--- config.mk ---
export PLATFORM = sky130hd
export DESIGN_NAME = if_stage
export DESIGN_NICKNAME = d
export VERILOG_FILES = /design/src/rtl/if_stage_pkg.sv /design/src/rtl/if_id_reg.sv /design/src/rtl/if_stage.sv
export SDC_FILE = /design/constraint.sdc
export NUM_CORES = 1
export LEC_CHECK = 0
export ABC_AREA = 1
export CAP_MARGIN = 10
export CORE_MARGIN = 2
export CORE_UTILIZATION = 53
export DETAILED_ROUTE_END_ITERATION = 10
export MAX_ROUTING_LAYER = met4
export PLACE_DENSITY_LB_ADDON = 0.08
export RECOVER_POWER = 100
export SYNTH_ARGS = -nofsm -noshare
export SYNTH_HDL_FRONTEND = slang
export SYNTH_SLANG_ARGS = --single-unit
export TNS_END_PERCENT = 10
--- constraint.sdc ---
create_clock -name clk -period 2.87 [get_ports clk]
set_clock_uncertainty 0.05 [all_clocks]
set_input_delay 0.4305 -clock clk [delete_from_list [all_inputs] [get_ports clk]]
set_output_delay 0.4305 -clock clk [all_outputs]
set_load 0.02 [all_outputs]
--- src/rtl/if_stage_pkg.sv ---
// if_stage_pkg: shared definitions for the instruction-fetch stage.
//   Global macros: `NOP, `RESET_PC, `IMEM_ADDR_WIDTH (the last is used by the
//   instruction memory only).
//   Optional feature macro: IF_MISALIGN_EXC_EN adds a misalign flag to IF/ID.
`ifndef MIPS_GLOBAL_DEFINES
`define MIPS_GLOBAL_DEFINES
`define NOP             32'h0000_0000
`define RESET_PC        32'h0000_0000
`define IMEM_ADDR_WIDTH 12
`endif

package if_stage_pkg;

  localparam int unsigned XLEN      = 32;
  localparam int unsigned PC_STEP   = 4;
  localparam logic [XLEN-1:0] NOP_INSTR = `NOP;

  // IF/ID pipeline register payload
  typedef struct packed {
    logic [XLEN-1:0] instr;
    logic [XLEN-1:0] pc;
    logic [XLEN-1:0] pc4;
    logic            valid;
`ifdef IF_MISALIGN_EXC_EN
    logic            misalign;
`endif
  } if_id_t;

  localparam int unsigned IF_ID_W = $bits(if_id_t);

  // Sequential successor of a pc, wrapping modulo 2^32
  function automatic logic [XLEN-1:0] pc_plus4(input logic [XLEN-1:0] pc);
    return pc + XLEN'(PC_STEP);
  endfunction

endpackage

--- src/rtl/if_id_reg.sv ---
// if_id_reg: generic inter-stage pipeline register.
//   clk, rst    : clock, synchronous active-high reset (loads RST_VAL)
//   load        : capture d
//   bubble      : capture bubble_d (wins over load)
//   d, bubble_d : normal and bubble payloads
//   q           : registered payload
// With neither load nor bubble the register holds (stall).
module if_id_reg #(
  parameter int unsigned W       = 32,
  parameter logic [W-1:0] RST_VAL = '0
) (
  input  logic         clk,
  input  logic         rst,
  input  logic         load,
  input  logic         bubble,
  input  logic [W-1:0] d,
  input  logic [W-1:0] bubble_d,
  output logic [W-1:0] q
);

  always_ff @(posedge clk) begin
    if (rst)         q <= RST_VAL;
    else if (bubble) q <= bubble_d;
    else if (load)   q <= d;
  end

endmodule

--- src/rtl/if_stage.sv ---
// if_stage: MIPS instruction-fetch stage.
//   Owns the PC, drives the combinational instruction memory and captures the
//   returned word into the IF/ID register. Handles stalls, ID redirects with a
//   one-entry pending buffer (for redirects arriving while stalled) and flushes.
// Ports:
//   clk, rst                    : clock, synchronous active-high reset
//   stall                       : hold pc and IF/ID
//   redirect_valid, redirect_pc : branch/jump target from ID
//   flush, flush_pc             : restart from a later stage
//   iaddr, idata                : instruction memory address / returned word
//   if_id_instr/pc/pc4/valid    : IF/ID register outputs
//   if_id_misalign              : only with IF_MISALIGN_EXC_EN defined
// Parameters:
//   RESET_PC   : pc after reset
//   DELAY_SLOT : 1 keeps the word fetched in the redirect cycle, 0 squashes it
module if_stage
  import if_stage_pkg::*;
#(
  parameter logic [31:0] RESET_PC   = `RESET_PC,
  parameter bit          DELAY_SLOT = 1'b1
) (
  input  logic        clk,
  input  logic        rst,
  input  logic        stall,
  input  logic        redirect_valid,
  input  logic [31:0] redirect_pc,
  input  logic        flush,
  input  logic [31:0] flush_pc,
  output logic [31:0] iaddr,
  input  logic [31:0] idata,
  output logic [31:0] if_id_instr,
  output logic [31:0] if_id_pc,
  output logic [31:0] if_id_pc4,
`ifdef IF_MISALIGN_EXC_EN
  output logic        if_id_misalign,
`endif
  output logic        if_id_valid
);

  logic [31:0] pc, pc_n, pc4;
  logic        pend_valid, pend_valid_n;
  logic [31:0] pend_pc, pend_pc_n;

  logic        ifid_load, ifid_bubble;
  if_id_t      fetch_d, bubble_d, ifid_q;

  assign pc4 = pc_plus4(pc);

  // Memory address comes straight from the pc register
`ifdef IF_MISALIGN_EXC_EN
  assign iaddr = pc;
`else
  assign iaddr = {pc[31:2], 2'b00};
`endif

  // PC and pending-redirect state
  always_ff @(posedge clk) begin
    if (rst) begin
      pc         <= RESET_PC;
      pend_valid <= 1'b0;
      pend_pc    <= 32'h0;
    end else begin
      pc         <= pc_n;
      pend_valid <= pend_valid_n;
      pend_pc    <= pend_pc_n;
    end
  end

  // Fetched word payload; a misaligned pc becomes a flagged NOP
  always_comb begin
    fetch_d       = '0;
    fetch_d.instr = idata;
    fetch_d.pc    = pc;
    fetch_d.pc4   = pc4;
    fetch_d.valid = 1'b1;
`ifdef IF_MISALIGN_EXC_EN
    if (pc[1:0] != 2'b00) begin
      fetch_d.instr    = NOP_INSTR;
      fetch_d.misalign = 1'b1;
    end
`endif
  end

  // Next-pc selection and IF/ID control, flush > stall > redirect > pending
  always_comb begin
    pc_n           = pc4;
    pend_valid_n   = pend_valid;
    pend_pc_n      = pend_pc;
    ifid_load      = 1'b1;
    ifid_bubble    = 1'b0;
    bubble_d       = '0;
    bubble_d.instr = NOP_INSTR;
    bubble_d.pc    = pc;
    bubble_d.pc4   = pc4;
    bubble_d.valid = 1'b0;

    if (flush) begin
      pc_n         = flush_pc;
      pend_valid_n = 1'b0;
      ifid_bubble  = 1'b1;
      bubble_d.pc  = flush_pc;
      bubble_d.pc4 = pc_plus4(flush_pc);
    end else if (stall) begin
      pc_n      = pc;
      ifid_load = 1'b0;
      // Remember the latest redirect until the stall releases
      if (redirect_valid) begin
        pend_valid_n = 1'b1;
        pend_pc_n    = redirect_pc;
      end
    end else if (redirect_valid) begin
      pc_n         = redirect_pc;
      pend_valid_n = 1'b0;
      ifid_bubble  = !DELAY_SLOT;
    end else if (pend_valid) begin
      pc_n         = pend_pc;
      pend_valid_n = 1'b0;
    end
  end

  if_id_reg #(
    .W       (IF_ID_W),
    .RST_VAL (IF_ID_W'(0))
  ) u_if_id (
    .clk      (clk),
    .rst      (rst),
    .load     (ifid_load),
    .bubble   (ifid_bubble),
    .d        (fetch_d),
    .bubble_d (bubble_d),
    .q        (ifid_q)
  );

  assign if_id_instr    = ifid_q.instr;
  assign if_id_pc       = ifid_q.pc;
  assign if_id_pc4      = ifid_q.pc4;
  assign if_id_valid    = ifid_q.valid;
`ifdef IF_MISALIGN_EXC_EN
  assign if_id_misalign = ifid_q.misalign;
`endif

endmodule
==> results.md, run 1 <==
* Origin of the critical flop-to-flop path: pc[2]
* Synthesis-to-layout area growth at 31.9%
* Synth warn at 0
* Hold_sp: rst
* CP bufs+invs at 1
* Min-delay worst type: in -> reg
* Gr usage total at 0.359
* Via/cell ratio at 5.52
* Reg2Reg Depth at 10
* # IOs at 230
* Syn Inst Count at 1385
* GPL Wtd Cong at roughly 0.99
* Drt first pass iters at 8
* Antenna-violating nets left at 0
* Port bufs at 227
* Number of antenna diodes at 0
* Sequential area share after synthesis at 0.370
* Post-synth cell types at 37
* Worst Tran Pin Value at 1060 ps
* Finish-stage setup viols at 0
* Worst skew pair latency at 430 ps
* Flops & latches, synth at 160
* Placed cell area at approximately 11000 um^2
* Final Max Slew Viols at 0
* Most common cell after layout, fill and taps aside: nand2_1
* VDD IR max at roughly 430 uV
* CTS Buf Count at 17
* Post-CTS Hold Buffers at 0
* Die width at 132 um
* Global-route wire length before repair at 47.9 mm
* Initial Util at 0.542
* Worst EP required at 3130 ps
* Crit path max fanout at 5
* CP peak stage delay at 460 ps
* Clock buffer depth at 2
* MaxCap Viol Count at 0
* Nets at 1663
* Post-Route Utilization at 0.716
* Die height at 132 um
* Clock Sinks at 160
* Top delay family on crit path: simple AND/OR/NAND/NOR gates
* R2R Path End: pc[16]
* Setup TNS at 0 ps
* Antenna violations before repair at 0
* Leakage at 0.00527 uW
* FF-to-FF setup slack at 490 ps
* Outcome: complete, no violations
* Slowest-stage cell, CP: dfxtp_1
* RSZ-0062 raised after global routing: false
* Pwr per Cell Area at 513 nW/um^2
* Vias in the first global route at 8907
* Hold path depth at 2
* CP endpoint kind: register
* Final WL at ~31 mm
* Postcts setup bufs at 0
* Root Buffer Master: clkbuf_16
* Final hold vios at 0
* GR Overflow Total at 0
* Final min period at 2380 ps
* Hold Path End: pc[27]
* CTS tree: done
* Fill count at ~1400
* Ratio of cells with drive above 1 in the final layout at 0.0445
* Iter 0 DRT Violations at 920
* Fmax at 420 MHz
* Period utilization at 0.830
* PostCTS Resize Cnt at 0
* Design area at 11400 um^2
* WP data arrival at 2640 ps
* Commonest non-fill, non-tap cells in the layout: 427 x nand2_1, 187 x nor2_1, 160 x dfxtp_1
* Kind of critical path: reg -> reg
* DRC Markers at 0
* Core area at about 16000 um^2
* HPWL after detailed placement at 22.7 mm
* CP Launch Type: register
* Syn avg cell area at approximately 6.2 um^2
* H-Tree Depth at 4
* Vias at around 9900
* Die Footprint at 17400 um^2
* Post-Syn Area at between 8000 and 9000 um^2
* Placement Rows at 46
* Reg clk slew, reported paths at 70 ps
* Largest net degree at the start of global routing at 52
* CP Cell Sequence: ha_1, inv_1, nor2_1, nand2_1, nor2_1, nand2_1, nand3_1, nand2_1, a21oi_1, nor2_1
* Max_slew headroom at 0.293
* Routed len/inst at 17.3 um
-- final cells by class --
cell class	count	area [um^2]	share of cell area
multi-input cells	981	4360	0.382
flip-flops and latches	160	3200	0.281
repair buffers	249	2420	0.212
inverters	151	567	0.0497
clock buffers	19	443	0.0388
well taps	216	270	0.0237
clock inverters	13	150	0.0132
-- metal layers --
layer	track usage	part of all wire	vias to the layer above
li1	-	-	4715
met1	0.458	0.41	4515
met2	0.560	0.46	544
met3	0.0527	0.089	94
met4	0.172	0.047	0
met5	-	0	-
-- worst register-to-register path: cells and delay by family (launching register included) --
kind	cells	cell delay, ps
flops	1	460
buf+inv	1	80
fa+ha+maj	1	240
simple gates	7	1300
compound gates	1	120
-- sequential cells by signal, summed over array words and instances (netlist names) --
register,flops
pend_valid,1
u_if_id.q,95
pend_pc,32
pc,32
-- Yosys cell counts (all sizes together) --
cell / number / area (um^2)
a211oi: 11 / 82.6
a21oi: 67 / 335
a221o: 1 / 10.0
a221oi: 3 / 26.3
a22oi: 1 / 7.51
a31oi: 10 / 62.6
and2: 1 / 6.26
buf: 59 / 377
clkbuf: 35 / 131
clkinv: 1 / 3.75
conb: 1 / 3.75
dfxtp: 160 / 3200
ha: 2 / 25.0
inv: 150 / 563
nand2: 429 / 1620
nand3: 104 / 521
nand3b: 9 / 67.6
nand4: 4 / 25.0
nor2: 195 / 772
nor3: 2 / 10.0
o211ai: 4 / 30.0
o21ai: 102 / 510
o21bai: 3 / 22.5
o221ai: 5 / 43.8
o22ai: 11 / 68.8
o2bb2ai: 1 / 8.76
or2: 3 / 18.8
xnor2: 5 / 43.8
xor2: 6 / 52.6
-- power breakdown --
part	internal, uW	switching (uW)
clock	1320	1020
combinational	430	624
sequential	2350	105
total	4100	1740
-- worst max path at each step --
| stage | depth (start not counted) | endpoint | from |
|---|---|---|---|
| after floorplan | 10 | u_if_id.q[17] | flush_pc[2] |
| after global placement | 13 | u_if_id.q[29] | flush_pc[2] |
| after detailed placement | 13 | u_if_id.q[29] | flush_pc[2] |
| after CTS | 1 | iaddr[20] | pc[20] |
| after global routing | 5 | u_if_id.q[77] | flush |
| final | 10 | pc[16] | pc[2] |
-- stage by stage --
| stage | worst slack (ps) | std cells | hold WS, ps | total power, uW |
|---|---|---|---|---|
| after CTS | 753 | 1789 | 356 | 5880 |
| after floorplan | 1300 | 1386 | 374 | 3080 |
| after global routing | 349 | 1789 | 376 | 6040 |
| final | 487 | 1789 | 366 | 5850 |
| after global placement | 457 | 1757 | 385 | 3560 |
| after detailed placement | 362 | 1757 | 396 | 3580 |
-- kinds of logic (layout without fill, tap and decap cells) --
logic type      after synthesis  count (layout)  share of synthesized area
simple gates                747             747                      0.351
xor+xnor                     11              11                     0.0111
flops                       160             160                      0.370
buf+inv                     245             432                      0.124
fa+ha+maj                     2               2                    0.00289
compound gates              219             219                      0.140
other cells                   1               2                   0.000434
No activity file was read; power rests on OpenSTA's default activity.
==> run 2, diff against run 1 <==
--- a/config.mk
+++ b/config.mk
@@ -8,7 +8,7 @@
 export ABC_AREA = 1
 export CAP_MARGIN = 10
 export CORE_MARGIN = 2
-export CORE_UTILIZATION = 53
+export CORE_UTILIZATION = 45
 export DETAILED_ROUTE_END_ITERATION = 10
 export MAX_ROUTING_LAYER = met4
 export PLACE_DENSITY_LB_ADDON = 0.08
==> constraint.sdc (replaced) <==
create_clock -name clk -period 2 [get_ports clk]
set_clock_uncertainty 0.05 [all_clocks]
set_input_delay 0.3 -clock clk [delete_from_list [all_inputs] [get_ports clk]]
set_output_delay 0.3 -clock clk [all_outputs]
set_load 0.02 [all_outputs]
==> run 2 against run 1 <==
  * Non-clock buffer count grew 85
  * Sequential power increased by 43%
  * Global-route usage is 3.8 points lower
  * Count of clock-buffer cells in the layout down 2
  * Power grew 46%
  * Hold slack worse by 22 ps
  * Core utilization shrank 6.9 points
  * Via count rose by 1.7%
==> results.md, run 2 (synthesized netlist as in run 1, its figures left out) <==
* Die Footprint at 20300 um^2
* CP peak stage delay at 610 ps
* Largest Register: u_if_id.q
* # IOs at 230
* GPL Wtd Cong at 0.990
* Slowest-stage cell, CP: clkdlybuf4s50_1
* Iter 0 DRT Violations at 823
* Kind of critical path: reg -> out
* Origin of the critical flop-to-flop path: pc[2]
* Setup TNS at 0 ps
* Sw frac at 0.310
* Worst EP required at approximately 1700 ps
* WP data arrival at around 1600 ps
* Initial Util at 0.461
* Nets at 1748
* Worst skew pair latency at 440 ps
* CTS tree: done
* Ratio of cells with drive above 1 in the final layout at 0.0959
* Via/cell ratio at 5.30
* CTS Buf Count at 17
* Drt first pass iters at 7
* Core area at 18800 um^2
* R2R Path End: pc[18]
* Placement Rows at 50
* Register area at ~3200 um^2
* Post-CTS Hold Buffers at 0
* CP endpoint kind: output pin
* Final min period at 1970 ps
* Root Buffer Master: clkbuf_16
* Logic pwr share at 0.195
* Outcome: complete, no violations
* Clock Sinks at 160
* Global-route wire length before repair at just under 50 mm
* Vias in the first global route at 9095
* Min-delay worst type: in -> reg
* RSZ-0062 raised after global routing: true
* Largest register FFs at between 90 and 100
* Fill count at 1765
* Crit path max fanout at 4
* Final Max Slew Viols at 0
* Commonest non-fill, non-tap cells in the layout: 427 x nand2_1, 182 x nor2_1, 158 x dfxtp_1
* GR Overflow Total at 0
* Reg2Reg Depth at 10
* Critical path origin: pc[15]
* Antenna-violating nets left at 0
* Worst Setup EP: iaddr[15]
* Leakage at between 0.005 and 0.006 uW
* Share of power burned in registers at 0.412
* Sw power at between 2000 and 3000 uW
* Int Pwr at 5880 uW
* Routed len/inst at 16.7 um
* Final hold vios at 0
* Most common cell after layout, fill and taps aside: nand2_1
* Fmax at 507 MHz
* Die height at roughly 140 um
* Reg clk slew, reported paths at 80 ps
* Postcts setup bufs at 0
* Clock buffer depth at 2
* Hold_sp: rst
* HPWL after detailed placement at 23.7 mm
* Pre-CTS setup slack at -238 ps
* Max_slew headroom at 0.568
* FF-to-FF setup slack at 130 ps
* Crit path setup slack, layout at 26.5 ps
* H-Tree Depth at 4
* Period utilization at 0.987
* Final WL at 31.7 mm
* Pwr per Cell Area at 702 nW/um^2
* Placed cell area at 11600 um^2
* Port bufs at 227
* CP Launch Type: register
* MaxCap Viol Count at 0
* CP Cell Sequence: buf_4, clkdlybuf4s50_1
* Design area at 12100 um^2
* Antenna violations before repair at 1
* Clock power share at 0.393
* Gr usage total at 0.321
* DRC Markers at 0
* Worst Tran Pin Value at 648 ps
* Finish-stage setup viols at 0
* Vias at 10040
* Largest net degree at the start of global routing at 51
* Biggest regs: u_if_id.q x95, pc x32, pend_pc x32
* Multi-input logic area at 4420 um^2
* VDD IR max at just over 600 uV
* Die width at roughly 140 um
* Synthesis-to-layout area growth at 40.4%
==> run 2: worst min-delay path by stage <==
stage,end,cells after the start
3_3_place_gp,pend_pc[1],2
2_1_floorplan,u_if_id.q[66],2
3_5_place_dp,pend_pc[31],2
6_report,u_if_id.q[34],4
5_1_grt,u_if_id.q[35],3
4_1_cts,u_if_id.q[34],4
==> run 2: what timing repair did <==
action                                  CTS  global route
endpoints found under the setup margin    0            31
endpoints found under the hold margin     0             0
gates resized for setup                   0            15
==> run 2: cell type report <==
class	count	area share
sequential	160	0.264
clock buffer	17	0.0350
timing repair buffer	334	0.252
inverter	151	0.0467
antenna	1	0.000206
clock inverter	15	0.0141
tap	234	0.0241
multi-input combinational	981	0.364
==> run 2: critical path: cells and delay by family, from the launching register on <==
kind / cells / cell delay, ps
flops: 1 / 420
buf+inv: 2 / 780
==> run 2: metal layers <==
metal | global-route usage | up-vias | wire length [um] | share of wire
met5 | - | - | 0 | 0
met4 | 0.111 | 0 | 788 | 0.025
met3 | 0.0500 | 62 | 2480 | 0.078
met2 | 0.498 | 440 | 14600 | 0.46
met1 | 0.426 | 4634 | 13800 | 0.44
li1 | - | 4904 | - | -
==> run 2: power by group through the flow <==
| stage | Combinational [uW] | Sequential (uW) | Clock, uW |
|---|---|---|---|
| after CTS | 1710 | 3510 | 3370 |
| after floorplan | 738 | 3680 | 0 |
| after global placement | 1690 | 3580 | 0 |
| after global routing | 1800 | 3530 | 3510 |
| final | 1660 | 3510 | 3350 |
| after detailed placement | 1700 | 3580 | 0 |
==> run 2: metrics by stage <==
step	hold WS [ps]	total power, uW	cells	utilization
finish	344	8520	1893	0.647
global route	356	8830	1893	0.647
CTS	339	8590	1892	0.648
detailed placement	394	5280	1860	0.616
global placement	385	5270	1860	0.616
floorplan	371	4420	1386	-
